**config.mk**
```make
export PLATFORM = sky130hd
export DESIGN_NAME = sc_regseq_controller
export DESIGN_NICKNAME = d
export VERILOG_FILES = /design/src/rtl/sc_regseq_pkg.sv /design/src/rtl/sc_regseq_timer.sv /design/src/rtl/sc_regseq_controller.sv
export SDC_FILE = /design/constraint.sdc
export NUM_CORES = 1
export LEC_CHECK = 0
export ABC_AREA = 1
export CAP_MARGIN = 20
export CELL_PAD_IN_SITES_DETAIL_PLACEMENT = 0
export CELL_PAD_IN_SITES_GLOBAL_PLACEMENT = 2
export CORE_MARGIN = 5
export CORE_UTILIZATION = 32
export DETAILED_ROUTE_END_ITERATION = 10
export PLACE_DENSITY_LB_ADDON = 0.1
export SYNTH_ARGS = -nofsm -noshare
export SYNTH_HDL_FRONTEND = slang
export SYNTH_SLANG_ARGS = --single-unit
```
**constraint.sdc**
```tcl
create_clock -name SC_REGSEQ_CLOCK_50 -period 2.2 [get_ports SC_REGSEQ_CLOCK_50]
set_clock_uncertainty 0.2 [all_clocks]
set_input_delay 0.66 -clock SC_REGSEQ_CLOCK_50 [delete_from_list [all_inputs] [get_ports SC_REGSEQ_CLOCK_50]]
set_output_delay 0.66 -clock SC_REGSEQ_CLOCK_50 [all_outputs]
set_load 0.05 [all_outputs]
```
**src/rtl/sc_regseq_pkg.sv**
```systemverilog
// Shared definitions for the shifter/general-register sequencer:
// state encoding and counter-width helpers.
package sc_regseq_pkg;

    // State encodings
    localparam logic [1:0] LP_IDLE  = 2'd0;
    localparam logic [1:0] LP_SHIFT = 2'd1;
    localparam logic [1:0] LP_LOAD  = 2'd2;
    localparam logic [1:0] LP_CLEAR = 2'd3;

    typedef enum logic [1:0] {
        ST_IDLE  = LP_IDLE,
        ST_SHIFT = LP_SHIFT,
        ST_LOAD  = LP_LOAD,
        ST_CLEAR = LP_CLEAR
    } state_t;

    // Ceiling log2: number of bits needed to encode value distinct codes.
    function automatic int clog2(input int value);
        int result;
        result = 0;
        while ((1 << result) < value) begin
            result = result + 1;
        end
        return result;
    endfunction

    // Width of a counter holding 0 .. n-1, never narrower than one bit.
    function automatic int cnt_width(input int n);
        int w;
        w = clog2(n);
        return (w < 1) ? 1 : w;
    endfunction

endpackage

```
**src/rtl/sc_regseq_timer.sv**
```systemverilog
// Auto-reload period counter. Counts 0..AUTO_PERIOD-1 while enabled and
// flags a tick on the wrap cycle; disable or i_zero holds it at 0.
module sc_regseq_timer
#(
    parameter int AUTO_PERIOD = 1000,
    parameter int WIDTH       = 10
)
(
    input  logic i_clk,
    input  logic i_rst_n,
    input  logic i_enable,
    input  logic i_zero,
    output logic o_tick
);

    localparam logic [WIDTH-1:0] LP_LAST = WIDTH'(AUTO_PERIOD - 1);

    logic [WIDTH-1:0] r_count;
    logic             w_at_last;

    assign w_at_last = (r_count == LP_LAST);
    // A forced zero (clear in progress) suppresses the tick as well.
    assign o_tick    = i_enable & ~i_zero & w_at_last;

    // Period counter with synchronous zero and wrap at AUTO_PERIOD-1
    always_ff @(posedge i_clk or negedge i_rst_n) begin
        if (!i_rst_n) begin
            r_count <= '0;
        end else if (i_zero || !i_enable || w_at_last) begin
            r_count <= '0;
        end else begin
            r_count <= r_count + WIDTH'(1);
        end
    end

endmodule

```
**src/rtl/sc_regseq_controller.sv**
```systemverilog
// Sequencer for the random shifter / general register pair. Turns
// debounced clear/load requests (plus optional periodic auto loads) into
// a SHIFT_CYCLES-long shift window followed by a one-cycle load strobe,
// or a one-cycle clear strobe. Clear always wins.
module sc_regseq_controller
    import sc_regseq_pkg::*;
#(
    parameter int SHIFT_CYCLES = 8,
    parameter int AUTO_PERIOD  = 1000,
    parameter int COUNT_WIDTH  = 8
)
(
    input  logic                   SC_REGSEQ_CLOCK_50,
    input  logic                   SC_REGSEQ_RESET_InLow,
    input  logic                   SC_REGSEQ_clear_InLow,
    input  logic                   SC_REGSEQ_load_InLow,
    input  logic                   SC_REGSEQ_auto_In,
    output logic                   SC_REGSEQ_shiftEnable_Out,
    output logic                   SC_REGSEQ_clear_OutLow,
    output logic                   SC_REGSEQ_load_OutLow,
    output logic                   SC_REGSEQ_busy_Out,
    output logic [COUNT_WIDTH-1:0] SC_REGSEQ_loadCount_OutBUS
);

    localparam int LP_SHIFT_W = cnt_width(SHIFT_CYCLES);
    localparam int LP_TIMER_W = cnt_width(AUTO_PERIOD);
    localparam logic [LP_SHIFT_W-1:0] LP_SHIFT_LAST = LP_SHIFT_W'(SHIFT_CYCLES - 1);

    state_t                 r_state;
    state_t                 w_state_next;
    logic [LP_SHIFT_W-1:0]  r_shift_cnt;
    logic [LP_SHIFT_W-1:0]  w_shift_cnt_next;
    logic                   r_pending;
    logic                   w_pending_next;
    logic [COUNT_WIDTH-1:0] r_load_count;
    logic [COUNT_WIDTH-1:0] w_load_count_next;
    logic                   r_clear_hist;
    logic                   r_load_hist;

    logic w_clear_req;
    logic w_load_req;
    logic w_auto_tick;
    logic w_start_req;
    logic w_timer_zero;

    // A request is the first clock edge at which the input is seen low.
    assign w_clear_req  = r_clear_hist & ~SC_REGSEQ_clear_InLow;
    assign w_load_req   = r_load_hist  & ~SC_REGSEQ_load_InLow;
    assign w_start_req  = w_load_req | w_auto_tick;
    assign w_timer_zero = (r_state == ST_CLEAR);

    sc_regseq_timer #(
        .AUTO_PERIOD (AUTO_PERIOD),
        .WIDTH       (LP_TIMER_W)
    ) u_timer (
        .i_clk    (SC_REGSEQ_CLOCK_50),
        .i_rst_n  (SC_REGSEQ_RESET_InLow),
        .i_enable (SC_REGSEQ_auto_In),
        .i_zero   (w_timer_zero),
        .o_tick   (w_auto_tick)
    );

    // Edge-detect history of the request inputs
    always_ff @(posedge SC_REGSEQ_CLOCK_50 or negedge SC_REGSEQ_RESET_InLow) begin
        if (!SC_REGSEQ_RESET_InLow) begin
            r_clear_hist <= 1'b1;
            r_load_hist  <= 1'b1;
        end else begin
            r_clear_hist <= SC_REGSEQ_clear_InLow;
            r_load_hist  <= SC_REGSEQ_load_InLow;
        end
    end

    // FSM and datapath state registers
    always_ff @(posedge SC_REGSEQ_CLOCK_50 or negedge SC_REGSEQ_RESET_InLow) begin
        if (!SC_REGSEQ_RESET_InLow) begin
            r_state      <= ST_IDLE;
            r_shift_cnt  <= '0;
            r_pending    <= 1'b0;
            r_load_count <= '0;
        end else begin
            r_state      <= w_state_next;
            r_shift_cnt  <= w_shift_cnt_next;
            r_pending    <= w_pending_next;
            r_load_count <= w_load_count_next;
        end
    end

    // Next-state logic; a clear request overrides whatever the state decided
    always_comb begin
        w_state_next      = r_state;
        w_shift_cnt_next  = r_shift_cnt;
        w_pending_next    = r_pending;
        w_load_count_next = r_load_count;

        case (r_state)
            ST_IDLE: begin
                if (w_start_req || r_pending) begin
                    w_state_next     = ST_SHIFT;
                    w_shift_cnt_next = LP_SHIFT_LAST;
                    w_pending_next   = 1'b0;
                end
            end
            ST_SHIFT: begin
                if (w_start_req) begin
                    w_pending_next = 1'b1;
                end
                if (r_shift_cnt == '0) begin
                    w_state_next = ST_LOAD;
                end else begin
                    w_shift_cnt_next = r_shift_cnt - LP_SHIFT_W'(1);
                end
            end
            ST_LOAD: begin
                if (r_load_count != '1) begin
                    w_load_count_next = r_load_count + COUNT_WIDTH'(1);
                end
                // A request arriving now is queued; an older one restarts SHIFT
                w_pending_next = w_start_req;
                if (r_pending) begin
                    w_state_next     = ST_SHIFT;
                    w_shift_cnt_next = LP_SHIFT_LAST;
                end else begin
                    w_state_next = ST_IDLE;
                end
            end
            ST_CLEAR: begin
                w_load_count_next = '0;
                w_pending_next    = 1'b0;
                w_state_next      = ST_IDLE;
            end
            default: begin
                w_state_next = ST_IDLE;
            end
        endcase

        // Clear aborts any sequence; a simultaneous load is discarded
        if (w_clear_req) begin
            w_state_next   = ST_CLEAR;
            w_pending_next = 1'b0;
        end
    end

    assign SC_REGSEQ_shiftEnable_Out  = (r_state == ST_SHIFT);
    assign SC_REGSEQ_clear_OutLow     = (r_state != ST_CLEAR);
    assign SC_REGSEQ_load_OutLow      = (r_state != ST_LOAD);
    assign SC_REGSEQ_busy_Out         = (r_state != ST_IDLE);
    assign SC_REGSEQ_loadCount_OutBUS = r_load_count;

endmodule
```
Yosys cells after proc, flatten, opt, wreduce, memory -nomap -nowiden
Cells that the tools add are included.
{"block": "word_totals", "reg_bits": 26, "input_bits": 5, "word_cells": 61}
{"block": "classes", "n_addsub": 3, "eq_ne": 14, "n_mux": 16, "bitwise_logic": 8, "reduce_logical": 13}
{"operator": "$pmux W8 S2", "count": 1}
{"operator": "$ne A2 B2 Y1 const B", "count": 6}
{"operator": "$add A10 B1 Y10 const B", "count": 1}
{"operator": "$eq A10 B10 Y1 const B", "count": 1}
{"operator": "$mux W10", "count": 1}
{"operator": "$mux W3", "count": 3}
{"operator": "$pmux W3 S3", "count": 1}
{"operator": "$add A8 B1 Y8 const B", "count": 1}
{"operator": "$mux W8", "count": 1}
{"operator": "$ne A8 B8 Y1 const B", "count": 1}
{"operator": "$pmux W2 S4", "count": 1}
{"operator": "$mux W2", "count": 3}
{"operator": "$ne A3 B1 Y1 const B", "count": 2}
{"operator": "$reduce_and A2 Y1", "count": 3}
{"operator": "$and A1 B1 Y1", "count": 4}
{"operator": "$eq A2 B2 Y1 const B", "count": 2}
{"operator": "$mux W1", "count": 4}
{"operator": "$pmux W1 S4", "count": 1}
{"operator": "$reduce_and A4 Y1", "count": 1}
{"operator": "$reduce_bool A2 Y1", "count": 2}
{"operator": "$logic_not A3 Y1", "count": 1}
{"operator": "$logic_or A1 B1 Y1", "count": 3}
{"operator": "$ne A3 B3 Y1 const B", "count": 1}
{"operator": "$not A1 Y1", "count": 3}
{"operator": "6 further kinds", "count": 6}

Longest topological paths before layout
Gate-level depths: netlist (run 1).
{"block": "depth", "ltp_word": 9, "ltp_mapped": 10}

Modules after synthesis
From an unflattened synthesis (run 1), not the netlist that was laid out.
{"block": "unflattened", "cells_unflattened": 203, "area_unflattened_um2": 1544.0}
{"module": "sc_regseq_controller", "instances": 1, "cells_each": 133, "area_each_um2": 994.7}
{"module": "sc_regseq_timer", "instances": 1, "cells_each": 70, "area_each_um2": 549.3}

Least setup slack after synthesis (run 1)
OpenSTA, ideal clock, no wires.
{"block": "synth_path", "path_type": "flip-flop to flip-flop", "start": "register r_load_count[1] (netlist: SC_REGSEQ_loadCount_OutBUS[1])", "end": "register r_load_count[7] (netlist: SC_REGSEQ_loadCount_OutBUS[7])", "setup_ns": 0.127, "arrival_time_ns": 1.613, "required_ns": 1.873, "slack_ns": 0.260, "path_stages_with_launch": 8, "synth_period_minus_slack_ns": 1.940, "cell_sequence": "dfrtp_1 ha_1 nand3_2 nor3_4 nand4_1 nand2_1 buf_6 o21ai_0"}
{"block": "synth_between", "elab_chain_cells": 3, "word_cells_on_any_way": 6, "cone_classes": "1 x add/sub; 2 x eq/ne; 2 x mux; 1 x reduce/logical"}
{"element": "start, declared", "line": "sc_regseq_controller.sv:35", "text": "logic [COUNT_WIDTH-1:0] r_load_count;"}
{"element": "start signal, assigned", "line": "sc_regseq_controller.sv:85", "text": "r_load_count <= w_load_count_next;"}
{"element": "$add A8 B1 Y8 / $ne A8 B8 Y1 (equally long branches)", "line": "sc_regseq_controller.sv:116, sc_regseq_controller.sv:115"}
{"element": "$mux W8 / $ne A2 B2 Y1 (equally long branches)"}
{"element": "$pmux W8 S2 / $reduce_and A2 Y1 (equally long branches)"}
Several ways; a longest one is shown, not always the timed one. The select of a mux whose other input is x is not followed.
A chain may end at the register's enable or synchronous reset.

Worst setup path after layout (run 1)
{"block": "layout_path", "start": "register r_state[0]", "end": "output SC_REGSEQ_load_OutLow"}
{"block": "layout_between", "elab_chain_cells": 1}
{"element": "start, declared", "line": "sc_regseq_controller.sv:29", "text": "state_t r_state;"}
{"element": "start signal, assigned", "line": "sc_regseq_controller.sv:82", "text": "r_state <= w_state_next;"}
{"element": "$ne A2 B2 Y1", "line": "sc_regseq_controller.sv:146", "text": "assign SC_REGSEQ_load_OutLow = (r_state != ST_LOAD);"}
{"element": "end, declared", "line": "sc_regseq_controller.sv:20", "text": "output logic SC_REGSEQ_load_OutLow,"}
Every way passes these cells.

==> qor.csv, run 1 <==
stage;metric;value;unit
status;status;finished clean;
global_route;grt_max_degree;27;
placement;hpwlAfterDp;2450;µm
clock_network;htreeDepth;1;
final_layout;n_antenna_cell;0;
setup_path;rrSetupSlack;270;ps
timing;setup_violations;0;
pwr;power_density;1270;nW/µm²
die;core;4410;µm²
global_route;antenna_found_initial;0;
pwr;leakage;0.941;nW
synthesis;ys_top_cells_by_area;dfrtp_1, nand2_1, ha_1, inv_1, nor2_1;
setup_path;timing.rr.start;r_state[0];
synthesis;synth_area;1480;µm²
die;die_w;77.9;µm
placement;place.gp.congestion;0.784;
routing;vias;1208;
routing;wl_per_cell;12.0;µm
routing;drc;0;
synthesis;yosysWarnings;0;
die;top_level_ports;17;
min_path;holdPathEnd;u_timer.r_count[0];
timing;period_share;97.2;%
routing;vias_per_cell;4.56;
min_path;whs_path_depth;1;
timing;fmax;0.468;GHz
routing;first_pass_iters;4;
final_layout;area_delta_synth_final;27.1;%
setup_path;cp_slowest_cell;dfrtp_1;
setup_path;path_cells;inv_2 > ha_4 > inv_1 > buf_12;
global_route;gr-total-overflow;0;
clock_network;worstSkewPairLatency;270;ps
timing;period_minus_slack;2140;ps
setup_path;startpoint_type;flop;
final_layout;nFillCells;437;
min_path;min-delay-start;u_timer.r_count[0];
die;dieHeight;77.9;µm
final_layout;stdcell_area;1870;µm²
placement;placed_area;1780;µm²
timing;worst_pin_slew;352;ps
setup_path;cp.arrival;1280;ps
setup_path;cp-end-kind;primary output;
synthesis;netlist-cell-type-count;28;
clock_network;numCtsBuffers;3;
synthesis;synth_area_leader_cell;dfrtp_1;
setup_path;crit_type;flop to primary output;
final_layout;layout.nets;228;
die;die_area;6070;µm²
global_route;grt_pass1_wl;5490;µm
routing;drt_first_iter_violations;47;
final_layout;drive_gt1_share;17.4;%
die;rows;24;
clock_network;cts_hold_buf;0;
setup_path;slowest_delay;440;ps
global_route;grt_pass1_vias;1204;
pwr;irDropWorstVdd;668;µV
min_path;hold_path.class;flop to flop;
setup_path;critPathRequiredTime;1340;ps
final_layout;seq_area;654;µm²
placement;port_buffers;16;
synthesis;ys_seq_area_share;44.3;%
setup_path;crit_fanout;4;
clock_network;root_buffer;clkbuf_8;
routing;drt_wl_total;3180;µm
clock_network;cts_tree;done;
final_layout;final_common_cell;nand2_1;
setup_path;timing.rr.end;r_shift_cnt[0];
final_layout;multi_input_area;721;µm²
clock_network;clkTransAtPathRegs;100;ps
timing;rsz0062_at_grt;no;
synthesis;syn_avg_cell_area;7.89;µm²
global_route;track_usage;11.0;%
synthesis;ys_seq_elements;26;
timing;hold_viol;0;
final_layout;final_cell_mix;nand2_1, inv_1, dfrtp_1, nor2_1, buf_4;
setup_path;r2r_cells;9;
die;start_util;33.4;%
timing;setup_tns;0;ps
synthesis;synth_cells;187;
timing;report.final.slew_viol_count;0;
clock_network;cts_sinks;26;
timing;relSlewSlack;76.5;%
flow_run;maxCapViolCount;0;
routing;ant_nets;0;
synthesis;syn-num-nets;201;
clock_network;clk_path_buf_depth;2;
synthesis;synth_top_area_share;40.7;%
flip-flops by register name, indices dropped and copies added, names as in the netlist:
signal                      count
r_load_hist                     1
r_pending                       1
r_clear_hist                    1
r_shift_cnt                     3
SC_REGSEQ_loadCount_OutBUS      8
u_timer.r_count                10
r_state                         2
how the worst max path moves through the flow:
| stage | from | to | slack [ps] | cells past startpoint |
|---|---|---|---|---|
| after floorplan | SC_REGSEQ_loadCount_OutBUS[1] | SC_REGSEQ_loadCount_OutBUS[7] | 260 | 7 |
| after global placement | SC_REGSEQ_auto_In | r_shift_cnt[2] | 10 | 10 |
| after detailed placement | SC_REGSEQ_auto_In | r_shift_cnt[0] | -20 | 10 |
| after CTS | r_state[0] | SC_REGSEQ_load_OutLow | 10 | 4 |
| after global routing | r_state[0] | SC_REGSEQ_load_OutLow | 10 | 4 |
| final | r_state[0] | SC_REGSEQ_load_OutLow | 60 | 4 |
cell families after synthesis:
logic type	synth area share (%)
compound gates	8.31
xor+xnor	2.97
flops	44.3
buf+inv	7.89
simple gates	28.9
fa+ha+maj	7.63
worst max-delay path, delay by kind of cell (launching register included):
kind | cells | cell delay (ps)
adder cells (fa/ha/maj) | 1 | 180
buffers and inverters | 3 | 390
flip-flops | 1 | 440
layer usage:
layer  GRT usage [%]  vias to the layer above  part of all wire (%)
li1                -                      641                     -
met1            14.8                      552                    49
met2            18.0                       13                    47
met3            2.08                        2                   3.7
met4            3.04                        0                  0.47
met5               0                        -                     0
what timing repair did:
item / CTS / global route
pin swaps: 0 / 0
hold endpoints to repair: 0 / 0
gates resized for setup: 3 / 4
setup endpoints to repair: 2 / 3
buffers inserted: 0 / 1
metrics by stage:
step	hold slack, ps	std cells	power [mW]	utilization (%)	worst slack (ps)
floorplan	164	187	1.49	-	260
global placement	242	260	1.94	40.3	12.5
detailed placement	262	260	1.96	40.3	-21.9
CTS	281	264	2.40	42.3	13.2
global route	303	265	2.58	42.5	13.6
finish	285	265	2.39	42.5	61.7
area by class of cell:
cell class,count,area share (%)
clock buffers,3,2.20
clock inverters,1,1.60
inverters,28,5.61
repair buffers,23,13.8
multi-input cells,132,38.5
flip-flops and latches,26,34.9
well taps,52,3.47
Yosys cell counts:
cell type and instances:
a211oi_1 1, a21oi_1 5, buf_6 1, dfrtp_1 24, dfstp_2 2, ha_1 9, inv_1 28, nand2_1 51
nand2_2 1, nand3_1 10, nand3_2 1, nand3b_1 1, nand4_1 2, nand4_2 1, nor2_1 20, nor2_2 1
nor3_1 5, nor3_4 1, nor3b_1 1, o2111ai_1 1, o21a_1 1, o21ai_0 10, o21ai_1 2, o21bai_1 1
o22ai_1 1, or2_2 1, xnor2_1 2, xor2_1 3
report_power, final:
part	internal [mW]	total, mW	leakage [nW]	switching (mW)
Clock	0.243	0.403	0.0357	0.159
Combinational	0.519	1.28	0.569	0.763
Sequential	0.586	0.703	0.336	0.117
(Power assumes the default switching activity.)
==> inputs of run 2 (changes only) <==
--- a/config.mk
+++ b/config.mk
@@ -9,8 +9,9 @@
 export CAP_MARGIN = 20
 export CELL_PAD_IN_SITES_DETAIL_PLACEMENT = 0
 export CELL_PAD_IN_SITES_GLOBAL_PLACEMENT = 2
-export CORE_MARGIN = 5
-export CORE_UTILIZATION = 32
+export CORE_MARGIN = 2
+export CORE_UTILIZATION = 34
+export CTS_BUF_LIST = sky130_fd_sc_hd__clkbuf_8
 export DETAILED_ROUTE_END_ITERATION = 10
 export PLACE_DENSITY_LB_ADDON = 0.1
 export SYNTH_ARGS = -nofsm -noshare
==> run 2 against run 1 <==
Against the previous run:
- critical path depth is 1 lower
- sequential power is essentially flat
- via count increased by 3.9%
- global-route usage rose by 3.2 points
- wire length up 1.4%
- non-clock buffer count shrank 1
- first-iteration DRC count shrank 17%
- clock power barely moved
- flip-flop and latch count did not move
- die area decreased by 20%
- cell area increased by 0.13%
- critical endpoint is now SC_REGSEQ_clear_OutLow
==> qor.csv, run 2 (synthesized netlist as in run 1, its figures left out) <==
stage;metric;value;unit
setup_path;cp-endpoint;SC_REGSEQ_clear_OutLow;
final_layout;fin_cells;262;
routing;top_layer_used;met4;
pwr;intPower;1.34;mW
final_layout;regMostFlops;u_timer.r_count;
setup_path;cp_slowest_cell;dfrtp_1;
global_route;grt_pass1_vias;1215;
routing;route.met2.wl;1580;µm
clock_network;cts_hold_buf;0;
routing;drt_wl_total;3220;µm
clock_network;post_cts_buffers;0;
final_layout;final_common_cell;nand2_1;
timing;hold-worst-slack;277;ps
placement;dp.cells;258;
min_path;hold_path.class;flop to flop;
pwr;power.share.switching;43.9;%
setup_path;slowest_delay;440;ps
die;dieHeight;69.9;µm
routing;vias_per_cell;4.79;
global_route;antenna_found_initial;0;
clock_network;worstSkewPairLatency;270;ps
clock_network;clk_path_buf_depth;2;
timing;worst_pin_slew;342;ps
setup_path;crit_type;flop to primary output;
setup_path;cp-end-kind;primary output;
setup_path;critPathRequiredTime;1340;ps
clock_network;cts_sinks;26;
timing;report.final.slew_viol_count;0;
clock_network;root_buffer;clkbuf_8;
final_layout;n_antenna_cell;0;
pwr;p_clk_share;16.9;%
placement;hpwlAfterDp;2410;µm
timing;period_share;97.1;%
pwr;power_density;1270;nW/µm²
routing;wl_per_cell;12.3;µm
setup_path;cp.arrival;1280;ps
setup_path;rrSetupSlack;330;ps
clock_network;numCtsBuffers;3;
setup_path;timing.rr.start;r_state[1];
clock_network;clkTransAtPathRegs;90;ps
routing;vias;1255;
pwr;power;2.38;mW
timing;hold_viol;0;
die;start_util;36.1;%
global_route;grt_pass1_wl;5640;µm
routing;ant_nets;0;
pwr;seqPwrFrac;29.4;%
min_path;min-delay-start;u_timer.r_count[0];
final_layout;final_cell_mix;nand2_1, inv_1, dfrtp_1, nor2_1, buf_4;
die;top_level_ports;17;
placement;placed_area;1790;µm²
setup_path;crit_fanout;6;
die;core;4090;µm²
setup_path;r2r_cells;9;
routing;first_pass_iters;5;
final_layout;area_delta_synth_final;27.2;%
timing;setup_violations;0;
placement;place.gp.congestion;0.788;
routing;drc;0;
timing;relSlewSlack;77.2;%
pwr;p_switching;1.05;mW
setup_path;path_cells;ha_2 > inv_1 > buf_12;
timing;fmax;0.468;GHz
final_layout;stdcell_area;1880;µm²
die;die_w;69.9;µm
placement;port_buffers;16;
routing;wl_met1;1510;µm
pwr;combPwrFrac;53.7;%
final_layout;layout.nets;227;
pwr;leakage;0.939;nW
die;die_area;4880;µm²
global_route;grt_max_degree;27;
status;status;finished clean;
final_layout;largest_reg_flops;10;
setup_path;startpoint_type;flop;
die;rows;23;
placement;dp_slack;-28.2;ps
clock_network;cts_tree;done;
global_route;track_usage;14.2;%
pwr;irDropWorstVdd;819;µV
setup_path;timing.rr.end;r_shift_cnt[0];
clock_network;htreeDepth;1;
routing;drt_first_iter_violations;39;
final_layout;drive_gt1_share;16.5;%
global_route;gr-total-overflow;0;
timing;rsz0062_at_grt;yes;
timing;period_minus_slack;2140;ps
flow_run;maxCapViolCount;0;
routing;wl_met3;109;µm
setup_path;startpoint;r_state[0];
timing;timing.final.ws_setup;63.7;ps
run 2: worst min path at each step:
stage,to,cells past startpoint
global placement,u_timer.r_count[0],1
CTS,u_timer.r_count[0],1
finish,u_timer.r_count[0],1
detailed placement,u_timer.r_count[0],1
global route,u_timer.r_count[0],1
floorplan,SC_REGSEQ_loadCount_OutBUS[0],0
run 2: power groups by stage:
| stage | logic (mW) | clock network [mW] | registers [mW] |
|---|---|---|---|
| final | 1.28 | 0.403 | 0.701 |
| after global routing | 1.41 | 0.441 | 0.718 |
| after CTS | 1.28 | 0.418 | 0.695 |
| after detailed placement | 1.27 | 0 | 0.701 |
| after global placement | 1.25 | 0 | 0.699 |
| after floorplan | 0.713 | 0 | 0.780 |
run 2: timing repair:
action | 4_1_cts | 5_1_grt
endpoints found under the hold margin | 0 | 0
pin swaps | 0 | 0
endpoints found under the setup margin | 2 | 1
resized for setup | 3 | 3
run 2: worst max-delay path: cells and delay by family, from the launching register on:
kind,cells,cell delay [ps]
buf+inv,2,310
fa+ha+maj,1,260
flops,1,440
run 2: layout make-up:
type | count | area, µm²
fill | 433 | 2210
multi-input combinational | 132 | 721
sequential | 26 | 654
timing repair buffer | 22 | 263
inverter | 28 | 105
tap | 50 | 62.6
clock buffer | 3 | 41.3
clock inverter | 1 | 30.0
run 2: metal layers:
| metal | vias to the layer above | track usage (%) |
|---|---|---|
| met5 | - | 0 |
| met1 | 587 | 18.1 |
| li1 | 644 | - |
| met3 | 2 | 3.61 |
| met2 | 22 | 24.3 |
| met4 | 0 | 3.21 |
run 2: through the flow:
step	util (%)	setup TNS, ps
floorplan	-	0
global placement	43.8	0
detailed placement	43.8	-75.4
CTS	45.7	0
global route	45.9	-4.81
finish	45.9	0
==> inputs of run 3 (changes only) <==
--- a/config.mk
+++ b/config.mk
@@ -6,6 +6,7 @@
 export NUM_CORES = 1
 export LEC_CHECK = 0
 export ABC_AREA = 1
+export ABC_CLOCK_PERIOD_IN_PS = 2200
 export CAP_MARGIN = 20
 export CELL_PAD_IN_SITES_DETAIL_PLACEMENT = 0
 export CELL_PAD_IN_SITES_GLOBAL_PLACEMENT = 2
@@ -13,6 +14,7 @@
 export CORE_UTILIZATION = 34
 export CTS_BUF_LIST = sky130_fd_sc_hd__clkbuf_8
 export DETAILED_ROUTE_END_ITERATION = 10
+export HOLD_SLACK_MARGIN = 0.05
 export PLACE_DENSITY_LB_ADDON = 0.1
 export SYNTH_ARGS = -nofsm -noshare
 export SYNTH_HDL_FRONTEND = slang
==> results of run 3 <==
Final layout, timing and power as in run 2 (identical DEF).
